File: src/rtl/ae_program_sequencer.sv
// Program sequencer: fetches from a synchronous instruction memory and issues decoded ops to the datapath.
// Latency: start -> first issue 2 cycles; 2 cycles per instruction without stall.
// Backpressure: stall holds a datapath issue in EXEC (outputs stable, pc frozen); LOOP_SET/LOOP_END/HALT ignore stall.
//
// Ports: clock/reset_n (async active-low); start/start_pc launch a program from IDLE;
// instr_addr/instr_data form the memory fetch path (data one cycle after address);
// issue_valid/opcode/field_1..3 go to the datapath, stall pushes back;
// busy is high outside IDLE, done pulses for one cycle on HALT.
module ae_program_sequencer #(
    parameter int INSTR_W = 16,
    parameter int FIELD_W = 4,
    parameter int PC_W    = 5,
    parameter int LOOP_W  = 8
) (
    input  logic               clock,
    input  logic               reset_n,
    input  logic               start,
    input  logic [PC_W-1:0]    start_pc,
    output logic [PC_W-1:0]    instr_addr,
    input  logic [INSTR_W-1:0] instr_data,
    input  logic               stall,
    output logic               issue_valid,
    output logic [3:0]         opcode,
    output logic [FIELD_W-1:0] field_1,
    output logic [FIELD_W-1:0] field_2,
    output logic [FIELD_W-1:0] field_3,
    output logic               busy,
    output logic               done
);

    typedef enum logic [1:0] {
        IDLE  = 2'd0,
        FETCH = 2'd1,
        EXEC  = 2'd2
    } state_t;

    state_t              state;
    state_t              state_next;

    logic [PC_W-1:0]     pc;
    logic [PC_W-1:0]     pc_inc;
    logic [PC_W-1:0]     pc_next;
    logic [PC_W-1:0]     loop_start;
    logic [LOOP_W-1:0]   loop_cnt;

    // While an issue is stalled the instruction word is held locally, so the
    // issued opcode/fields stay stable even if the memory output were to move.
    logic                hold_vld;
    logic [INSTR_W-1:0]  hold_instr;
    logic [INSTR_W-1:0]  instr;

    logic [3:0]          op;
    logic                is_dp;
    logic                is_loop_set;
    logic                is_loop_end;
    logic                is_halt;
    logic                in_exec;
    logic                stalled;
    logic                advance;

    assign instr       = hold_vld ? hold_instr : instr_data;
    assign op          = instr[INSTR_W-1 -: 4];
    assign is_dp       = (op <= 4'hC);
    assign is_loop_set = (op == 4'hD);
    assign is_loop_end = (op == 4'hE);
    assign is_halt     = (op == 4'hF);

    assign in_exec     = (state == EXEC);
    assign stalled     = in_exec && is_dp && stall;
    assign advance     = in_exec && !is_halt && !stalled;

    // Modular increment: the top address wraps to 0.
    assign pc_inc      = pc + PC_W'(1);
    assign pc_next     = (is_loop_end && (loop_cnt != '0)) ? loop_start : pc_inc;

    // The pc register is the memory address; no separate copy is kept.
    assign instr_addr  = pc;

    // State register
    always_ff @(posedge clock or negedge reset_n) begin
        if (!reset_n) begin
            state <= IDLE;
        end else begin
            state <= state_next;
        end
    end

    // Next-state logic
    always_comb begin
        state_next = state;
        case (state)
            IDLE:    if (start) state_next = FETCH;
            FETCH:   state_next = EXEC;
            EXEC: begin
                if (is_halt)      state_next = IDLE;
                else if (stalled) state_next = EXEC;
                else              state_next = FETCH;
            end
            default: state_next = IDLE;
        endcase
    end

    // Program counter, loop registers and stall hold
    always_ff @(posedge clock or negedge reset_n) begin
        if (!reset_n) begin
            pc         <= '0;
            loop_cnt   <= '0;
            loop_start <= '0;
            hold_vld   <= 1'b0;
            hold_instr <= '0;
        end else begin
            if ((state == IDLE) && start) begin
                pc <= start_pc;
            end else if (advance) begin
                pc <= pc_next;
            end

            // A LOOP_SET inside a running loop simply overwrites the loop state.
            if (in_exec && is_loop_set) begin
                loop_cnt   <= instr[LOOP_W-1:0];
                loop_start <= pc_inc;
            end else if (in_exec && is_loop_end && (loop_cnt != '0)) begin
                loop_cnt   <= loop_cnt - LOOP_W'(1);
            end

            hold_vld <= stalled;
            if (stalled) begin
                hold_instr <= instr;
            end
        end
    end

    // Outputs
    always_comb begin
        busy        = (state != IDLE);
        issue_valid = 1'b0;
        done        = 1'b0;
        opcode      = '0;
        field_1     = '0;
        field_2     = '0;
        field_3     = '0;
        if (in_exec) begin
            issue_valid = is_dp;
            done        = is_halt;
            opcode      = op;
            field_1     = instr[3*FIELD_W-1 -: FIELD_W];
            field_2     = instr[2*FIELD_W-1 -: FIELD_W];
            field_3     = instr[FIELD_W-1 -: FIELD_W];
        end
    end

endmodule

File: config.mk
export PLATFORM = sky130hd
export DESIGN_NAME = ae_program_sequencer
export DESIGN_NICKNAME = d
export VERILOG_FILES = /design/src/rtl/ae_program_sequencer.sv
export SDC_FILE = /design/constraint.sdc
export NUM_CORES = 1
export LEC_CHECK = 0
export CORE_AREA = 2 2 80 82
export DETAILED_ROUTE_END_ITERATION = 10
export DIE_AREA = 0 0 82 84
export DONT_BUFFER_PORTS = 1
export MAX_ROUTING_LAYER = met4
export RECOVER_POWER = 100
export SLEW_MARGIN = 5
export SYNTH_ARGS = -nofsm -noshare
export SYNTH_HDL_FRONTEND = slang
export SYNTH_SLANG_ARGS = --single-unit
File: constraint.sdc
create_clock -name clock -period 2.3 [get_ports clock]
set_clock_uncertainty 0.2 [all_clocks]
set_input_delay 0.46 -clock clock [delete_from_list [all_inputs] [get_ports clock]]
set_output_delay 0.46 -clock clock [all_outputs]
set_load 0.01 [all_outputs]
==> flow_summary.ini, run 1 <==
[status]
status = completed

[routing]
drt_iter0_markers = 85
vias = 1527
detail-route-antenna-nets = 0
routedWlPerCell_um = 15.2
dr_wl_met2_um = 2040
vias_per_cell = 5.14
firstDrtPassIters = 4
drc_errors = 0
finalWirelength_um = 4510
wl_met1_um = 2160
wl_met3_um = 260
highest_layer = met4

[die]
initial_core_util_pct = 33.7
core_um2 = 6100
row_count = 29
io_pins = 49
die_area_um2 = 6890
die_w_um = 82
die_y_um = 84

[cells_and_area]
final_util_pct = 37.9
drive_above_1_share_pct = 17.3
nNetsFinal = 248
antennaDiodeCount = 0
layoutNonFillerInstCount = 297
synthToLayoutAreaGrowth_pct = 12.4
fill_cells = 626

[critical_path]
cp_slowest_cell = dfrtp_1
required_ns = 1.64
cp_max_fo = 10
start_kind = register
arrival_ns = 1.55
cpPeakStageDelay_ns = 0.44
crit_chain = buf_4, nand4b_1, and2_2, nor2_2
critPathCaptureType = output port
crit_type = register to output port
reg2reg_depth = 5

[synth]
synthCells = 208
syn-cell-area_um2 = 2060
yosys_warnings = 0
synth_area_per_cell_um2 = 9.89
synth.top_cell.area_share_pct = 45.0
yosysSeqAreaShare_pct = 45.0
synth-edff-count = 0
synthTopCellsByArea = dfrtp_1, mux2i_1, mux2_2
synth_commonest_cells = dfrtp_1, nor2_1, mux2i_1
synth_most_common_cell = dfrtp_1
async_flop_share_pct = 100
ys_types = 45
yosys.area.top_type = dfrtp_1
synth-seq-cells = 37
synthFlopType = dfrtp_1
syn-num-nets = 236

[global_route]
grt_pass1_vias = 1481
grt_max_degree = 38
grt.total_usage_pct = 14.8
grt.overflow.total = 0
antenna_found_initial = 0
grt_pass1_wl_um = 7580

[clocking]
cts-buffers-inserted = 5
cts_tree = yes
clk_pin_slew_ns = 0.07
ctsLongestPathBuffers = 2
h-tree-depth = 2
clkSinkCount = 37
cts-root-buf = clkbuf_8
clock_latency_ns = 0.29

[timing]
rsz0062_at_grt = false
post-route-min-period_ns = 2.21
max_freq_ghz = 0.452
min_period_over_period_pct = 96.1
setup_viol = 0
finalHoldWorstSlack_ns = 0.115
tns_ns = 0
hold_violations = 0
slew-limit-headroom_pct = 36.7
drv_slew = 0
worst_pin_slew_ns = 0.950

[placement]
dpl.cell_count = 288
globalplace.congestion = 0.762
portBuffers = 0
place_hpwl_um = 3360

[job]
drv_cap = 0

[worst_hold_path]
holdCritPathClass = primary input to register
whs_path_depth = 1

[power]
peakVddDrop_uv = 462
power.leakage_nw = 0.989
power.density_nw_per_um2 = 1240
==> report_power, final <==
part | internal, mW | switching, mW
Combinational | 0.502 | 0.599
Sequential | 0.962 | 0.258
Clock | 0.315 | 0.226
==> stage by stage <==
stage                     cell area (um2)  total power [mW]  setup WS, ns
after floorplan                      2060              2.04         0.237
after global placement               2200              2.30         0.107
after detailed placement             2200              2.33         0.112
after CTS                            2330              2.91        0.0225
after global routing                 2310              3.12       0.00188
final                                2310              2.86        0.0889
==> registers in the layout, summed over array words and instances, names as in the netlist <==
signal,count
loop_start,5
loop_cnt,8
hold_vld,1
hold_instr,16
state,2
instr_addr,5
==> what timing repair did <==
action | CTS | global route
hold endpoints to repair | 37 | 0
gates cloned | 0 | 0
gates resized for setup | 2 | 1
buffers inserted | 0 | 0
hold buffers | 2 | 0
setup endpoints to repair | 1 | 1
==> cell families (layout without fill, tap and decap cells) <==
logic type | count (synthesis) | count (layout) | share of synthesized area [%]
compound gates | 34 | 34 | 10.8
xor+xnor | 6 | 6 | 2.55
fa+ha+maj | 3 | 3 | 1.83
buf+inv | 17 | 29 | 3.71
flops | 37 | 37 | 45.0
mux | 32 | 32 | 16.4
simple gates | 79 | 79 | 19.7
==> worst paths after layout <==
path                                    start            end  slack [ns]
worst max-delay path                 hold_vld           done        0.09
worst min-delay path            instr_data[7]  hold_instr[7]        0.12
worst max register to register    loop_cnt[4]  instr_addr[1]        0.11
worst min register to register  hold_instr[4]  hold_instr[4]        0.29
max in group asynchronous             reset_n  hold_instr[6]        0.60
min in group asynchronous             reset_n    loop_cnt[0]        0.71
==> final cells by class <==
cell class / count / area (um2) / area share [%]
Multi-Input combinational cell: 154 / 1060 / 45.8
Sequential cell: 37 / 926 / 40.0
Timing Repair Buffer: 14 / 96.3 / 4.17
Tap cell: 77 / 96.3 / 4.17
Clock buffer: 5 / 68.8 / 2.98
Clock inverter: 2 / 35.0 / 1.52
Inverter: 8 / 30.0 / 1.30
==> layer usage <==
layer  up-vias  track usage, %
li1        756               -
met1       725            19.2
met2        41            22.3
met3         5            4.55
met4         0            4.09
met5         -               -
==> layout by cell type (no fill, tap or decap), types with 2 or more instances in the layout <==
cell type	netlist	final
mux2_1	2	2
nand3_1	8	9
a21oi_1	3	3
a31oi_1	2	2
nor4_1	2	2
mux2_2	12	12
dfrtp_1	37	37
a32o_1	2	2
nor2_1	28	27
nor3_1	10	10
o21ai_0	13	13
xor2_1	2	2
inv_1	8	8
clkbuf_8	0	5
nand2_1	15	15
xnor2_1	4	4
and2_1	4	3
or3_1	2	2
buf_4	0	9
mux2i_1	18	18
clkbuf_2	0	2
o211ai_1	3	3
ha_1	3	3
==> worst max-delay path, delay by kind of cell, from the launching register on <==
family	cells	cell delay, ns
simple gates	3	0.65
flops	1	0.44
buf+inv	1	0.18
No activity file was read; power rests on OpenSTA's default activity.
==> inputs of run 2 (changes only) <==
--- a/config.mk
+++ b/config.mk
@@ -5,6 +5,7 @@
 export SDC_FILE = /design/constraint.sdc
 export NUM_CORES = 1
 export LEC_CHECK = 0
+export CAP_MARGIN = 20
 export CORE_AREA = 2 2 80 82
 export DETAILED_ROUTE_END_ITERATION = 10
 export DIE_AREA = 0 0 82 84
==> constraint.sdc (replaced) <==
create_clock -name clock -period 1.9 [get_ports clock]
set_clock_uncertainty 0.2 [all_clocks]
set_input_delay 0.38 -clock clock [delete_from_list [all_inputs] [get_ports clock]]
set_output_delay 0.38 -clock clock [all_outputs]
set_load 0.01 [all_outputs]
==> run 2 against run 1 <==
Effect of this change:
- sequential cell count unchanged
- critical endpoint is now issue_valid
- clock power is 26% higher
- utilization rose by 6.9 points
- power is 40% higher
- worst hold slack lost 0.081 ns
- largest power group is now combinational logic
- via count up 11%
- the run now ends with negative setup slack left
- worst setup slack lost 0.31 ns
- routed wire length rose by 11%
==> flow_summary.ini, run 2 (synthesis gave the netlist of run 1 again) <==
[status]
status = finished with violations
failed_checks = negative setup slack

[critical_path]
cpPeakStageDelay_ns = 0.47
crit_type = register to output port
arrival_ns = 1.54
critPathCaptureType = output port
cp-startpoint = hold_vld
cp_max_fo = 7
rr_startpoint = hold_vld
start_kind = register
required_ns = 1.32
cp_slowest_cell = dfrtp_2
crit_chain = mux2_4, o22ai_4, buf_6, and2_4

[cells_and_area]
layoutNonFillerInstCount = 330
mostFrequentLayoutCells = buf_4, dfrtp_1, nor2_1, mux2i_1, nand2_1
synthToLayoutAreaGrowth_pct = 32.9
reg_top3 = hold_instr (16), loop_cnt (8)
antennaDiodeCount = 0
largest_register_ffs = 16
top_register = hold_instr
layout_commonest_cell = buf_4
drive_above_1_share_pct = 34.8
nNetsFinal = 280
fin_area_um2 = 2730

[die]
core_um2 = 6100
io_pins = 49
initial_core_util_pct = 33.7
die_y_um = 84
die_w_um = 82
die_area_um2 = 6890
row_count = 29

[clocking]
ctsLongestPathBuffers = 2
clock_latency_ns = 0.29
cts_tree = yes
clkSinkCount = 37
h-tree-depth = 2
clk_pin_slew_ns = 0.08
cts-root-buf = clkbuf_8
cts-buffers-inserted = 5

[timing]
min_period_over_period_pct = 112
slew-limit-headroom_pct = 36.5
hold_violations = 0
drv_slew = 0
setup_viol = 40
setup_ws_ns = -0.220
worst_pin_slew_ns = 0.953
max_freq_ghz = 0.472
rsz0062_at_grt = true
post-route-min-period_ns = 2.12

[global_route]
grt_max_degree = 38
antenna_found_initial = 0
grt.overflow.total = 0
grt_pass1_wl_um = 8200
grt_pass1_vias = 1724
grt.total_usage_pct = 15.9

[routing]
drt_iter0_markers = 80
finalWirelength_um = 5020
routedWlPerCell_um = 15.2
firstDrtPassIters = 4
vias = 1689
detail-route-antenna-nets = 0
vias_per_cell = 5.12
drc_errors = 0

[placement]
portBuffers = 0
globalplace.congestion = 0.751
place_hpwl_um = 3640
dpl-instance-area_um2 = 2450
dpl.cell_count = 317

[power]
power.total_mw = 4.01
peakVddDrop_uv = 843
power.density_nw_per_um2 = 1470
power.leakage_nw = 1.22

[job]
drv_cap = 0

[worst_hold_path]
hp-start = instr_data[8]
holdCritPathClass = primary input to register
## run 2: worst max-delay path, delay by kind of cell (launching register included)
kind	cells	cell delay [ns]
flip-flops	1	0.47
multiplexers	1	0.35
AO/OA/AOI/OAI	1	0.16
AND/OR/NAND/NOR	1	0.14
buffers and inverters	1	0.12
## run 2: area by class of cell
cell class | count | area [um2]
Multi-Input combinational cell | 154 | 1190
Clock inverter | 2 | 38.8
Clock buffer | 6 | 72.6
Fill cell | 617 | 3360
Tap cell | 77 | 96.3
Sequential cell | 37 | 927
Timing Repair Buffer | 46 | 382
Inverter | 8 | 30.0
## run 2: what timing repair did
item	in CTS	in global routing
pin swaps	5	4
endpoints found under the setup margin	45	46
hold buffers	2	0
buffers inserted	0	3
resized for setup	26	12
endpoints found under the hold margin	37	0
## run 2: final timing paths
path,end,slack (ns),cells after the start
setup / recovery,issue_valid,-0.22,4
hold / removal,hold_instr[8],0.03,1
setup reg to reg,instr_addr[0],-0.21,6
hold reg to reg,hold_instr[2],0.29,2
max in group asynchronous,hold_vld,0.22,2
min in group asynchronous,loop_cnt[5],0.63,2
## run 2: layer usage
layer | track usage, % | up-vias | wire length (um)
li1 | - | 831 | -
met1 | 20.0 | 800 | 2300
met2 | 25.6 | 51 | 2430
met3 | 3.68 | 7 | 244
met4 | 4.09 | 0 | 48
met5 | - | - | 0
## run 2: metrics by stage
stage | hold slack, ns | setup slack [ns] | util (%) | setup TNS (ns)
3_5_place_dp | -0.114 | -0.222 | 40.2 | -4.81
4_1_cts | 0.0212 | -0.210 | 44.0 | -4.92
2_1_floorplan | -0.116 | -0.0674 | - | -0.742
6_report | 0.0340 | -0.220 | 44.8 | -4.35
5_1_grt | 0.0119 | -0.293 | 44.8 | -7.84
3_3_place_gp | -0.114 | -0.200 | 40.2 | -4.29
## run 2: power by group
| part | switching (mW) | total (mW) | internal (mW) |
|---|---|---|---|
| sequential | 0.279 | 1.45 | 1.17 |
| clock | 0.288 | 0.682 | 0.394 |
| combinational | 0.929 | 1.89 | 0.956 |
